$ cat src/rtl/y86_pipe_execute.sv
// Y86-64 pipelined execute stage: ALU, exception-gated condition codes, Cnd
// evaluation for cmovXX/jXX, cmov destination squash and the E->M register.
module y86_pipe_execute #(
  parameter int unsigned WIDTH      = 64,
  parameter int unsigned WORD_BYTES = 8,
  parameter logic [3:0]  RNONE      = 4'hF
) (
  input  logic             clk,
  input  logic             rst,
  input  logic [3:0]       e_stat,
  input  logic [3:0]       e_icode,
  input  logic [3:0]       e_ifun,
  input  logic [WIDTH-1:0] e_valA,
  input  logic [WIDTH-1:0] e_valB,
  input  logic [WIDTH-1:0] e_valC,
  input  logic [3:0]       e_dstE,
  input  logic [3:0]       e_dstM,
  input  logic             down_exc,
  input  logic             m_stall,
  input  logic             m_bubble,
  output logic [WIDTH-1:0] fwd_valE,
  output logic [3:0]       fwd_dstE,
  output logic [2:0]       cc,
  output logic [3:0]       M_stat,
  output logic [3:0]       M_icode,
  output logic             M_Cnd,
  output logic [WIDTH-1:0] M_valE,
  output logic [WIDTH-1:0] M_valA,
  output logic [3:0]       M_dstE,
  output logic [3:0]       M_dstM
);

  typedef enum logic [3:0] {
    I_HALT, I_NOP, I_RRMOVQ, I_IRMOVQ, I_RMMOVQ, I_MRMOVQ,
    I_OPQ, I_JXX, I_CALL, I_RET, I_PUSHQ, I_POPQ
  } icode_e;

  localparam logic [3:0] STAT_AOK = 4'h1;

  logic [WIDTH-1:0] alu_a, alu_b, alu_r;
  logic [3:0]       alu_fun;
  logic             zf_n, sf_n, of_n;
  logic [2:0]       cc_q, cc_d;
  logic             cnd;
  logic             zf, sf, ovf;

  logic [3:0]       m_stat_q, m_stat_d, m_icode_q, m_icode_d;
  logic             m_cnd_q, m_cnd_d;
  logic [WIDTH-1:0] m_valE_q, m_valE_d, m_valA_q, m_valA_d;
  logic [3:0]       m_dstE_q, m_dstE_d, m_dstM_q, m_dstM_d;

  always_comb begin
    alu_a = '0;
    alu_b = '0;
    case (e_icode)
      I_RRMOVQ, I_OPQ:             alu_a = e_valA;
      I_IRMOVQ, I_RMMOVQ, I_MRMOVQ: alu_a = e_valC;
      I_CALL, I_PUSHQ:             alu_a = '0 - WIDTH'(WORD_BYTES);
      I_RET, I_POPQ:               alu_a = WIDTH'(WORD_BYTES);
      default:                     alu_a = '0;
    endcase
    case (e_icode)
      I_RMMOVQ, I_MRMOVQ, I_OPQ, I_CALL, I_RET, I_PUSHQ, I_POPQ: alu_b = e_valB;
      default: alu_b = '0;
    endcase
  end

  always_comb begin
    alu_fun = (e_icode == I_OPQ) ? e_ifun : 4'h0;
    alu_r   = '0;
    of_n    = 1'b0;
    case (alu_fun)
      4'h0: begin
        alu_r = alu_b + alu_a;
        of_n  = (alu_a[WIDTH-1] == alu_b[WIDTH-1]) && (alu_r[WIDTH-1] != alu_b[WIDTH-1]);
      end
      4'h1: begin
        alu_r = alu_b - alu_a;
        of_n  = (alu_a[WIDTH-1] != alu_b[WIDTH-1]) && (alu_r[WIDTH-1] != alu_b[WIDTH-1]);
      end
      4'h2:    alu_r = alu_b & alu_a;
      4'h3:    alu_r = alu_b ^ alu_a;
      default: alu_r = '0;
    endcase
    zf_n = (alu_r == '0);
    sf_n = alu_r[WIDTH-1];
  end

  // Cnd looks at the registered flags, i.e. before this cycle's OPq update.
  assign zf  = cc_q[2];
  assign sf  = cc_q[1];
  assign ovf = cc_q[0];

  always_comb begin
    cnd = 1'b0;
    if (e_icode == I_RRMOVQ || e_icode == I_JXX) begin
      case (e_ifun)
        4'h0:    cnd = 1'b1;
        4'h1:    cnd = (sf ^ ovf) | zf;
        4'h2:    cnd = sf ^ ovf;
        4'h3:    cnd = zf;
        4'h4:    cnd = ~zf;
        4'h5:    cnd = ~(sf ^ ovf);
        4'h6:    cnd = ~(sf ^ ovf) & ~zf;
        default: cnd = 1'b0;
      endcase
    end
  end

  assign fwd_valE = alu_r;
  assign fwd_dstE = (e_icode == I_RRMOVQ && !cnd) ? RNONE : e_dstE;
  assign cc       = cc_q;

  always_comb begin
    cc_d = cc_q;
    if (e_icode == I_OPQ && e_ifun <= 4'h3 && e_stat == STAT_AOK && !down_exc && !m_stall)
      cc_d = {zf_n, sf_n, of_n};
  end

  always_comb begin
    m_stat_d  = m_stat_q;
    m_icode_d = m_icode_q;
    m_cnd_d   = m_cnd_q;
    m_valE_d  = m_valE_q;
    m_valA_d  = m_valA_q;
    m_dstE_d  = m_dstE_q;
    m_dstM_d  = m_dstM_q;
    if (!m_stall) begin
      if (m_bubble) begin
        m_stat_d  = STAT_AOK;
        m_icode_d = I_NOP;
        m_cnd_d   = 1'b0;
        m_valE_d  = '0;
        m_valA_d  = '0;
        m_dstE_d  = RNONE;
        m_dstM_d  = RNONE;
      end else begin
        m_stat_d  = e_stat;
        m_icode_d = e_icode;
        m_cnd_d   = cnd;
        m_valE_d  = alu_r;
        m_valA_d  = e_valA;
        m_dstE_d  = fwd_dstE;
        m_dstM_d  = e_dstM;
      end
    end
  end

  always_ff @(posedge clk or posedge rst) begin
    if (rst) begin
      cc_q      <= 3'b100;
      m_stat_q  <= STAT_AOK;
      m_icode_q <= I_NOP;
      m_cnd_q   <= 1'b0;
      m_valE_q  <= '0;
      m_valA_q  <= '0;
      m_dstE_q  <= RNONE;
      m_dstM_q  <= RNONE;
    end else begin
      cc_q      <= cc_d;
      m_stat_q  <= m_stat_d;
      m_icode_q <= m_icode_d;
      m_cnd_q   <= m_cnd_d;
      m_valE_q  <= m_valE_d;
      m_valA_q  <= m_valA_d;
      m_dstE_q  <= m_dstE_d;
      m_dstM_q  <= m_dstM_d;
    end
  end

  assign M_stat  = m_stat_q;
  assign M_icode = m_icode_q;
  assign M_Cnd   = m_cnd_q;
  assign M_valE  = m_valE_q;
  assign M_valA  = m_valA_q;
  assign M_dstE  = m_dstE_q;
  assign M_dstM  = m_dstM_q;

endmodule

$ cat config.mk
export PLATFORM = sky130hd
export DESIGN_NAME = y86_pipe_execute
export DESIGN_NICKNAME = d
export VERILOG_FILES = /design/src/rtl/y86_pipe_execute.sv
export SDC_FILE = /design/constraint.sdc
export NUM_CORES = 1
export LEC_CHECK = 0
export CAP_MARGIN = 10
export CELL_PAD_IN_SITES_DETAIL_PLACEMENT = 1
export CELL_PAD_IN_SITES_GLOBAL_PLACEMENT = 1
export CORE_MARGIN = 10
export CORE_UTILIZATION = 25
export CTS_CLUSTER_SIZE = 10
export DETAILED_ROUTE_END_ITERATION = 7
export PLACE_DENSITY = 0.66
export SETUP_SLACK_MARGIN = 0.05
export SKIP_CTS_REPAIR_TIMING = 1
export SLEW_MARGIN = 30
export SYNTH_ARGS = -nofsm -noshare
export SYNTH_HDL_FRONTEND = slang
export SYNTH_SLANG_ARGS = --single-unit
$ cat constraint.sdc
create_clock -name clk -period 14.9 [get_ports clk]
set_input_delay 2.235 -clock clk [delete_from_list [all_inputs] [get_ports clk]]
set_output_delay 2.235 -clock clk [all_outputs]
set_load 0.005 [all_outputs]
=== Word level (Yosys, flattened, before mapping) ===
Index checks and enable logic that the tools add are counted.

* Add/sub/neg operators: 2
* Order comparisons: 1
* Equal/unequal tests: 24
* Multiplexer cells: 15
* Bitwise logic cells: 7
* Reduce and logical (&&, ||, !) cells: 19

{| class="wikitable"
|+ Operators by type and width
! cell !! count
|-
| $pmux 64 s4 || 2
|-
| $mux 64 || 3
|-
| $add 64x64->64 || 1
|-
| $and 64x64->64 || 1
|-
| $logic_not 64->1 || 1
|-
| $sub 64x64->64 || 1
|-
| $xor 64x64->64 || 1
|-
| $eq 4x3->1 const B || 7
|-
| $eq 4x2->1 const B || 6
|-
| $mux 4 || 6
|-
| $eq 4x4->1 const B || 4
|-
| $eq 4x1->1 const B || 3
|-
| $logic_not 4->1 || 2
|-
| $logic_and 1x1->1 || 7
|-
| $pmux 1 s7 || 1
|-
| $reduce_or 7->1 || 1
|-
| $reduce_or 2->1 || 3
|-
| $le 4x2->1 const B || 1
|-
| $logic_not 1->1 || 3
|-
| $ne 1x1->1 || 3
|-
| $reduce_or 3->1 || 1
|-
| $mux 1 || 2
|-
| $not 1->1 || 2
|-
| $pmux 1 s2 || 1
|-
| other kinds (5) || 5
|}

* Flip-flop bits (word level): 148
* Input port bits: 217
* Output and inout port bits: 216

=== Longest topological paths before layout ===
Gate-level depths: netlist of run 1.

* Word-level depth: 9
* Mapped depth: 24
* Gate-level depth less buffers: 22

=== Worst setup path after synthesis of run 1 ===
Ideal clock, no wire load.

* Path type: input port to output port
* From: input e_icode[0]
* To: output fwd_valE[61]
* Data arrival time: 6.439 ns
* Data required time: 12.665 ns
* Slack: 6.226 ns
* Stages on the path: 22
* Buffers on the path: 4
* Path through: clkbuf_1 nand2_1 nor2_1 a21oi_1 nor2_1 clkbuf_1 a221oi_1 ha_1 buf_2 inv_1 nor4_1 nand2_1 or4_1 o32a_1 and2_1 clkbuf_1 nor4_1 nor2_1 o21ai_0 nor2_1 xnor2_1 a221o_1

* Longest elaborated chain between the ends: 5
* Elaborated cells between the ends (all ways): 26

{| class="wikitable"
|+ RTL lines
! element !! RTL line !! source
|-
| start: declaration || 11 || <nowiki>input logic [3:0] e_icode,</nowiki>
|-
| $eq 4x3->1, or another cell as far along || 55, 62 ||
|-
| $reduce_or 3->1, or another cell as far along || 55 || <nowiki>case (e_icode)</nowiki>
|-
| $pmux 64 s4 / $mux 64 (equally long branches) || 55, 62 ||
|-
| $sub 64x64->64, or another cell as far along || 78 || <nowiki>alu_r = alu_b - alu_a;</nowiki>
|-
| $pmux 64 s4 * || 72 || <nowiki>case (alu_fun)</nowiki>
|-
| end: declaration || 21 || <nowiki>output logic [WIDTH-1:0] fwd_valE,</nowiki>
|}

Every way passes the cells marked *; elsewhere a longest branch is shown, timed or not.

=== Worst setup path in the final report of run 1 ===
* From: input e_icode[3]
* To: output fwd_valE[49]

The elaborated chain is that of the path after synthesis.

==> results.md, run 1 <==
- The run finished with clean final reports.
- The final-layout worst hold slack is 465 ps.
- The startpoint of the worst register-to-register path is cc[1].
- The worst pin sits at a relative slew slack of 0.237.
- In the synthesized netlist the async set-or-reset flop fraction comes to 1.00.
- The remaining global-route overflow is 0.
- Buffers placed on the I/O ports in this run total 432.
- The number of antenna violations at the first check in global routing came to 8.
- The count of warnings emitted by yosys is 0.
- The leakage power summed over all cells is 9.74 nW.
- In the global route stage, overall resource usage came out at 0.265.
- Setup violations remaining at the end of the flow were counted as 0.
- After synthesis, the cell types taking the most area are dfrtp_1 19%, ha_1 9.5%, a21oi_1 5.7%, o21ai_0 5.6%, nand2_1 5.2%.
- The worst hold path begins at M_dstE[2].
- Synthesis handed over a netlist of 2420 instances.
- For flop-to-flop paths, the worst setup slack is 12950 ps.
- In this run the vertical extent of the chip is 286 um.
- The clock net sink count is 148.
- The tool flagged a number of max-cap violations equal to 0.
- The post-route DRC violation count is 0.
- In the finished design, the share of the clock period the worst path needs comes to 0.787.
- The post-synthesis sequential area ratio is 0.210.
- The clock reaches the later pin of the worst-skew pair after 500 ps.
- Among all flip-flop cells after synthesis, the most frequent one is dfrtp_1.
- Ranked by instance count, the synthesized netlist is headed by 243 x nand2_1, 201 x a21oi_1, 197 x o21ai_0, 172 x nor2_1, 147 x inv_1.
- The detailed placement HPWL is 89300 um.
- The area used by sequential logic in the layout is 3720 um^2.
- Setup repair after global routing left no endpoint under its margin.
- In this run the power density over the cells is 82.9 nW/um^2.
- The worst hold path belongs to the class flip-flop to flip-flop.
- The startpoint-to-endpoint class of the critical path is primary input to output port.
- The via count of the first global-routing pass is 22362.
- Of the post-synthesis cell area, the dominant cell type holds 0.194.
- Dividing the detail-routed via count by the number of cells gives 5.90.
- The startpoint type of the worst setup path is a primary input.
- The number of design-rule violations left by the first detailed-router iteration is 1878.
- STA classifies the critical path endpoint as an output port.
- The detailed-routing iteration count for the pre-antenna-repair pass is 5.
- The total core area is 70100 um^2.
- The hold path endpoint is M_dstE[2].
- Entering global routing, the biggest net connects 84 pins.
- The total negative setup slack is 0 ps.
- Averaged over all synthesized cells, the footprint is 7.31 um^2.
- The floorplan step defined a die boundary enclosing 81800 um^2.
- The die span in x is 286 um.
- In the final layout, the share of cells above drive strength 1 is 0.0497.
- The worst path needs 11730 ps of the cycle, external delays included.
- The number of synthesized flops with an enable pin is 0.
- TritonCTS created 17 clock buffers.
- The worst register-to-register path ends at M_dstE[0].
- The net total in the final layout is 3097.
- The routed wirelength normalized by instance count is 30.7 um.
- The total I/O pin count is 433.
- The multi-input logic area is 12900 um^2.
- The number of max-slew violations in the final report is 0.
- The clock tree skew after final layout is 10.9 ps.
- The synthesis-stage register bit count is 148.
- The worst reg2reg path depth is 7.
- The data required time at the worst endpoint is 12660 ps.
- The starting density of the core is 0.252.
- The post-placement cell count is 3663.
- The final hold violation count came to 0.
- The global placer's final weighted congestion is 0.962.
- The detail route stage leaves a number of antenna-violating nets equal to 0.
- The highest attainable clock frequency is 0.0853 GHz.
- Summed over all layers, the routed wires come to 114000 um.
- TritonCTS built the clock tree.
- The cell chosen for the clock root is clkbuf_16.
- Of all cell types, the one taking the most synthesized area is dfrtp_1.
- The H-tree was split into 4 levels.
- The count of cell types in the netlist is 93.
- The largest buffer count on any clock path is 2.
- Detailed routing inserted a total of 21844 vias.
- The post-layout total power is 1.95 mW.
- The number of nets produced by synthesis is 2774.
- Compared with the post-synthesis result, the final layout area differs by 33.0%.
- At the worst endpoint, the arrival time is 9490 ps.
- The filler cells instantiated in the layout total 8514.
- The first global-routing pass estimated 162000 um of wire.
- The worst setup path startpoint is e_icode[3].
- The synthesized netlist occupies a cell area of 17700 um^2.
- The maximum fanout count along the critical path is 34.
- The clock edge transition at the registers on the reported setup and hold paths is 80 ps.
- After floorplanning, the core was divided into 97 placement rows.
- The instance count along the most critical hold path is 2.
- The worst ir drop on vdd is 0.0000688 V.
- For the pin with the worst max-slew slack, the measured transition is 1150 ps.
- The most instantiated library cell after synthesis is nand2_1.
- For this run, the number of standard cells in the final layout without fillers is 3700.
[layout make-up]
cell class                      instances  area share
Antenna cell                            4    0.000426
Clock buffer                           17      0.0181
Clock inverter                         15     0.00755
Inverter                              149      0.0240
Multi-Input combinational cell       1957       0.547
Sequential cell                       148       0.158
Tap cell                              940      0.0500
Timing Repair Buffer                  470       0.195
[logic make-up after synthesis]
kind of cell,after synthesis,synth area share
flops,148,0.210
simple gates,862,0.246
compound gates,904,0.349
fa+ha+maj,137,0.0977
buf+inv,315,0.0687
mux,21,0.0124
xor+xnor,33,0.0163
[state kept, by name (all words and copies together), names as in the netlist]
name and count:
cc 3, M_valA 64, M_dstE 4, M_valE 64
M_icode 4, M_Cnd 1, M_dstM 4, M_stat 4
[power by group]
group / switching [mW] / total (mW) / internal [mW]
registers: 0.0263 / 0.468 / 0.442
logic: 0.607 / 1.00 / 0.397
clock network: 0.250 / 0.478 / 0.227
[worst max-delay path, cell delays in order]
cell,delay (ps)
clkdlybuf4s50_1,760
nand2b_1,220
nor2_4,550
buf_4,600
a221oi_1,200
ha_1,670
nand4_1,400
nor4b_1,490
nand2_1,240
or4_1,470
o32a_1,300
and2_1,310
o21ai_0,450
o21ai_0,160
nand3b_1,150
mux2i_1,70
o21ai_0,500
clkdlybuf4s50_1,640
[layer usage]
| layer | track usage | vias up | wire (um) |
|---|---|---|---|
| li1 | - | 9613 | - |
| met1 | 0.343 | 11016 | 49300 |
| met2 | 0.422 | 1000 | 50400 |
| met3 | 0.0580 | 211 | 9030 |
| met4 | 0.110 | 4 | 4860 |
| met5 | 0 | - | 30 |
[metrics by stage]
| step | area (um^2) | setup WS [ps] | utilization |
|---|---|---|---|
| 3_5_place_dp | 22900 | 3290 | 0.326 |
| 6_report | 23500 | 3170 | 0.335 |
| 4_1_cts | 23500 | 3250 | 0.335 |
| 2_1_floorplan | 17700 | 6230 | - |
| 3_3_place_gp | 22800 | 2870 | 0.326 |
| 5_1_grt | 23500 | 2720 | 0.335 |
[worst max path at each step]
stage                   endpoint  slack (ps)  cells after the start
floorplan           fwd_valE[61]        6230                     22
detailed placement  fwd_valE[62]        3290                     17
global placement    fwd_valE[49]        2870                     20
global route        fwd_valE[62]        2720                     19
CTS                 fwd_valE[62]        3250                     17
finish              fwd_valE[49]        3170                     18
[cells in the final DEF (no fill, tap or decap), drive strengths merged, types with 17 or more instances in the layout]
master         synthesis  final
nand2b                88     88
a211o                 17     17
a211oi                26     26
inv                  147    156
a21o                  30     30
clkbuf               133     17
ha                   135    135
nor2                 173    173
nand4                 29     29
a31oi                 29     29
nand2                243    243
and3                  17     17
o21bai                26     26
buf                   33     41
o211ai                40     40
a221oi                69     69
xnor2                 30     30
dfrtp                137    137
nand3                 43     43
a21oi                201    201
or3                   22     22
clkdlybuf4s50          0    429
o31ai                 43     43
o21ai                199    199
a22o                  68     68
nor3                  57     57
nor2b                 85     85
nor4                  32     32
(Power assumes the default switching activity.)
==> run 2, diff against run 1 <==
- PLACE_DENSITY: 0.66 -> 0.68
- clock period: 14.9 -> 9.4 ns (I/O delays scaled with it)
==> results.md, run 2 (same netlist as run 1, synthesis figures left out) <==
- The placement-stage cell area is 24400 um^2.
- The number of antenna violations at the first check in global routing is 9.
- The detailed placement HPWL is 93900 um.
- The worst register-to-register path has a setup slack of 7380 ps.
- Counting the buffers created by CTS gives 17.
- The floorplan row count is 97.
- The worst-margin pin slew is 985 ps.
- CTS built an H-tree with a depth of 4.
- The via count of the first global-routing pass is 23389.
- The post-placement cell count is 3856.
- For the final database, setup skew stands at 14.7 ps.
- The first global-routing pass estimated 169000 um of wire.
- At the end of the flow the core is filled with cells to 0.357.
- The data required time at the worst endpoint is 7990 ps.
- Clock-pin slew was measured on the worst setup and hold paths at 80 ps.
- The worst setup path is captured at an output port.
- The final critical-path required period is 9230 ps.
- In the final layout, flip-flops and latches occupy 3720 um^2.
- Along the worst hold path, the cell count comes to 2.
- Counting cells, the worst reg-to-reg path comes to 7.
- The height of the chip is 286 um.
- The die span in x is 286 um.
- After detailed routing, the total wire length is 117000 um.
- Max-cap violations in this run came to 0.
- The met1 wire length is 50800 um.
- The detailed-routing iteration count for the pre-antenna-repair pass is 5.
- With fillers left out, the area of the finished cells amounts to 25000 um^2.
- In the final layout, the multi-input gates occupy 12800 um^2.
- By startpoint and endpoint, the worst setup path is classified as primary input to output port.
- The net total in the final layout is 3290.
- The leakage power summed over all cells is 10.7 nW.
- The area of the die is 81800 um^2.
- Counting every sink on the clock net gives 148.
- For this design the ratio of total power to cell area is 130 nW/um^2.
- The top cell types in the final layout, fill and taps aside, are 429 x clkdlybuf4s50_1, 243 x nand2_1, 222 x buf_4.
- The maximum fanout count along the critical path is 35.
- The total core area is 70100 um^2.
- The tree is rooted in a clkbuf_16.
- The startpoint type of the worst setup path is a primary input.
- The worst ir drop on vdd is 0.0000833 V.
- The highest attainable clock frequency is 0.108 GHz.
- After detailed routing, the number of remaining DRC violations is 0.
- The run finished with clean final reports.
- After detailed routing, the number of vias per cell comes to 5.84.
- Data arrives at the worst endpoint at 7820 ps.
- The pin count of the biggest net entering global routing is 76.
- The number of design-rule violations left by the first detailed-router iteration is 2160.
- The post-layout total power is 3.25 mW.
- In this run the deepest clock path goes through 2 buffers.
- The latest clock arrival within the worst-skew pair is 520 ps.
- The min-delay analysis places its worst path in the category flip-flop to flip-flop.
- The routed wirelength normalized by instance count is 29.9 um.
- Relative to the synthesized area, the layout overhead comes to 41.6%.
- The most common cell after layout, fill and taps aside is clkdlybuf4s50_1.
- The remaining antenna violation count after routing is 0.
- The total routing usage reported by global routing is 0.274.
- The number of standard cells in the final layout excluding fillers is 3892.
- TritonCTS built the clock tree.
- The routed design uses 9370 um of met3 wire.
- The count of buffers added on input and output ports is 432.
- The uppermost signal routing layer after detailed routing is met4.
- The total length of routed met2 wires is 52700 um.
- The layout cell share with drive strength beyond 1 is 0.111.
- The number of max-slew violations in the final report is 0.
- The total I/O pin count is 433.
- The total overflow left after global routing is 0.
- Routability-driven placement finished with a final weighted congestion of 1.01.
- The fill cell total of the finished layout is 8556.
- The final hold violation count is 0.
- Setup violations remaining at the end of the flow were counted as 0.
- For this configuration, the core starts out at a cell density of 0.252.
- Setup repair after global routing left no endpoint under its margin.
- The worst max-slew margin expressed relative to the limit is 0.327.
- Of the available clock period, the critical path in the final layout requires 0.982.
- The count of vias placed by the detailed router is 22718.
-- run 2: cell types whose count changed in the layout (fill, tap and decap cells not counted), sizes merged --
cell / before / now
buf: 41 / 234
inv: 156 / 157
diode: 4 / 3
clkinv: 7 / 6
-- run 2: where the power goes --
group / internal [mW] / switching, mW
registers: 0.700 / 0.0399
logic: 0.741 / 1.01
clock network: 0.360 / 0.398
total: 1.80 / 1.45
-- run 2: metrics by stage --
step                      worst slack, ps  TNS, ps  hold slack [ps]
after floorplan                      2380        0              449
after global placement              -80.1    -80.1              450
after detailed placement              165        0              459
after CTS                             145        0              470
after global routing                 61.4        0              493
final                                 172        0              471
-- run 2: layer usage --
layer,GRT usage,vias to the layer above
met1,0.364,11442
met4,0.0883,0
met3,0.0515,175
li1,-,9986
met2,0.442,1115
met5,0,-
-- run 2: worst max-delay path, cell delays in order --
cell	delay (ps)
clkdlybuf4s50_1	600
nand2_1	260
nor2_1	60
a21oi_1	230
nor2_4	80
buf_12	200
a221oi_2	720
ha_1	320
and4_1	250
nor4b_1	620
buf_4	220
nand2_1	70
or4_1	410
o32a_1	210
and2_1	230
nor4_1	390
nor2_1	110
o21ai_0	280
nor2_1	100
xnor2_1	150
a221o_1	390
clkdlybuf4s50_1	480
-- run 2: layout make-up --
cell class,count,share of cell area
multi-input combinational,1957,0.513
timing repair buffer,663,0.245
sequential,148,0.148
tap,940,0.0470
inverter,149,0.0225
clock buffer,17,0.0170
clock inverter,15,0.00689
antenna,3,0.000300
-- run 2: final timing paths --
path	endpoint	startpoint
worst max-delay path	fwd_valE[61]	e_icode[0]
worst min-delay path	M_dstE[1]	M_dstE[1]
worst max register to register	M_dstE[2]	cc[0]
worst min register to register	M_dstE[1]	M_dstE[1]
max in group asynchronous	M_valE[5]	rst
min in group asynchronous	M_valE[59]	rst
==> run 3, diff against run 2 <==
- GPL_ROUTABILITY_DRIVEN: default -> 0
- GPL_TIMING_DRIVEN: default -> 0
==> results.md, run 3 (same netlist as run 1, synthesis figures left out) <==
- The run finished with clean final reports.
- The number of max-slew violations in the final report is 0.
- At the later pin of the worst-skew pair, clock insertion delay measures 510 ps.
- For this run, global-route usage on met1 was measured as 0.348.
- The starting density of the core is 0.252.
- The global routing stage identified its most utilized layer as met2.
- The longest clock path from root to sink contains 2 buffers.
- Relative to the synthesized area, the layout overhead comes to 37.3%.
- The die is 286 um wide.
- The final hold violation count is 0.
- Entering global routing, the biggest net connects 87 pins.
- The largest stage delay on the critical path is 620 ps.
- The ratio of final minimum period to clock period is 0.989.
- For this run, the total global-route usage over all layers was measured as 0.283.
- Across all register-to-register paths, the minimum setup slack is 7430 ps.
- The total core area is 70100 um^2.
- The critical path capture point type is an output port.
- Along the worst path, the maximum fanout reaches 10.
- The number of standard cells in the final layout excluding fillers is 3847.
- The area of the die is 81800 um^2.
- The placement-stage cell area is 23300 um^2.
- In this run the power density over the cells is 130 nW/um^2.
- At the worst endpoint, the arrival time is 7880 ps.
- The first global-routing pass estimated 172000 um of wire.
- The worst-margin pin slew is 1120 ps.
- The via count of the first global-routing pass is 23557.
- The remaining global-route overflow is 0.
- The slowest library cell on the worst path is clkdlybuf4s50_1.
- The number of antenna violations at the first check in global routing is 12.
- The worst path in the final design needs a cycle of 9290 ps, including I/O delays and setup.
- The clock edge transition at the registers on the reported setup and hold paths is 80 ps.
- The library cells used most frequently in the layout, excluding fill and tap cells, are 428 x clkdlybuf4s50_1, 243 x nand2_1, 199 x a21oi_1.
- On the final layout, the worst clock skew is 14.4 ps.
- The detailed-routing iteration count for the pre-antenna-repair pass is 6.
- Setup violations remaining at the end of the flow were counted as 0.
- The highest attainable clock frequency is 0.108 GHz.
- The detail route stage leaves a number of antenna-violating nets equal to 0.
- The per-cell via count in the routed design is 6.12.
- In this run, CTS created clock tree buffers numbering 17.
- For this design, the sink count on the clock tree is 148.
- The startpoint-to-endpoint class of the critical path is primary input to output port.
- In the final layout, the share of cells above drive strength 1 is 0.0652.
- The H-tree generated during clock tree synthesis spans 4 levels.
- For this design the static power due to leakage is 10.0 nW.
- The post-route DRC violation count is 0.
- The worst max-slew margin expressed relative to the limit is 0.250.
- Data on the critical path is required at its endpoint by 7990 ps.
- The total I/O pin count is 433.
- The cell chosen for the clock root is clkbuf_16.
- TritonCTS built the clock tree.
- The detailed router finished its first iteration with 2527 violations.
- Across the VDD grid, the largest voltage drop is 0.0000811 V.
- The min-delay analysis places its worst path in the category flip-flop to flip-flop.
- The met2 layer usage reported by global route is 0.436.
- The met3 routing resource usage after global routing is 0.0934.
- For this block, the routed nets add up to 121000 um of wire.
- In this run the tool buffered the top-level ports with 428 buffer cells.
- In the final routed layout, each cell accounts on average for 31.4 um.
- In this run the vertical extent of the chip is 286 um.
- Walking the worst path, the cells encountered are clkdlybuf4s50_1 > nand2_1 > nor2_1 > a21oi_1 > nor2_4 > buf_2 > a221oi_1 > buf_2 > ha_1 > buf_2 > inv_1 > a21oi_1 > o2111ai_1 > a2111oi_4 > nor3_1 > o21ai_0 > a21boi_0 > o21ai_0 > nand2_1 > xnor2_1 > o21ai_1 > clkdlybuf4s50_1.
- Including well taps, the total number of placed cells is 3797.
- The total of max-cap violations is 0.
- The count of vias placed by the detailed router is 23548.
- The cell occurring most often along the worst timing path is buf_2.
- The most common cell after layout, fill and taps aside is clkdlybuf4s50_1.
- The floorplan has 97 rows.
- STA classifies the critical path startpoint as a primary input.
- Summing all non-filler instances in the final layout gives an area of 24300 um^2.
- The net count of the finished layout is 3239.
- Setup repair after global routing could not meet its margin everywhere.
- After legalization and detailed placement, the total HPWL measured 98900 um.
-- run 3: cell types whose count changed in the layout (fill, tap and decap cells not counted), moves of 10 or more --
cell	delta
a221oi_1	-10
buf_1	+11
buf_2	+26
buf_4	-209
clkbuf_1	+104
clkbuf_2	+20
-- run 3: path summary, 6_finish.rpt --
check                            from            to  cells after the start
max                        e_icode[1]  fwd_valE[53]                     22
min                         M_dstE[0]     M_dstE[0]                      2
max reg2reg                     cc[0]     M_dstE[0]                      7
min reg2reg                 M_dstE[0]     M_dstE[0]                      2
max in group asynchronous         rst    M_valE[19]                      3
min in group asynchronous         rst    M_valE[59]                      2
-- run 3: critical path: cells and delay by family --
kind | cells | cell delay (ps)
AOI/OAI and AO/OA | 9 | 2990
buffers and inverters | 6 | 2170
xor gates and xnor gates | 1 | 140
adders and majority gates | 1 | 300
and+or+nand+nor | 5 | 850
-- run 3: per-stage QoR --
step	hold WS, ps	setup TNS, ps	total power [mW]	setup WS (ps)	utilization
after global placement	448	-28100	2.31	-1360	0.330
after CTS	464	-11460	3.11	-978	0.340
after detailed placement	451	-10530	2.35	-927	0.332
after floorplan	449	0	1.55	2380	-
after global routing	484	-66.9	3.31	-44.7	0.346
final	461	0	3.16	105	0.346
-- run 3: cell type report --
| cell class | count | area (um^2) |
|---|---|---|
| inverter | 149 | 567 |
| multi-input combinational | 1957 | 13100 |
| timing repair buffer | 448 | 4440 |
| sequential | 148 | 3720 |
| fill | 8608 | 45900 |
| tap | 940 | 1180 |
| clock inverter | 15 | 170 |
| antenna | 9 | 22.5 |
| buffer | 164 | 696 |
| clock buffer | 17 | 425 |
-- run 3: where the power goes --
group	switching (mW)	leakage [nW]	internal, mW
Combinational	1.03	7.82	0.648
Sequential	0.0407	1.92	0.700
Clock	0.383	0.288	0.357
-- run 3: routing by layer --
layer / wire length [um] / share of wire
met5: 15 / 0.00012
met4: 6510 / 0.054
met3: 14200 / 0.12
met2: 52400 / 0.43
met1: 47900 / 0.40
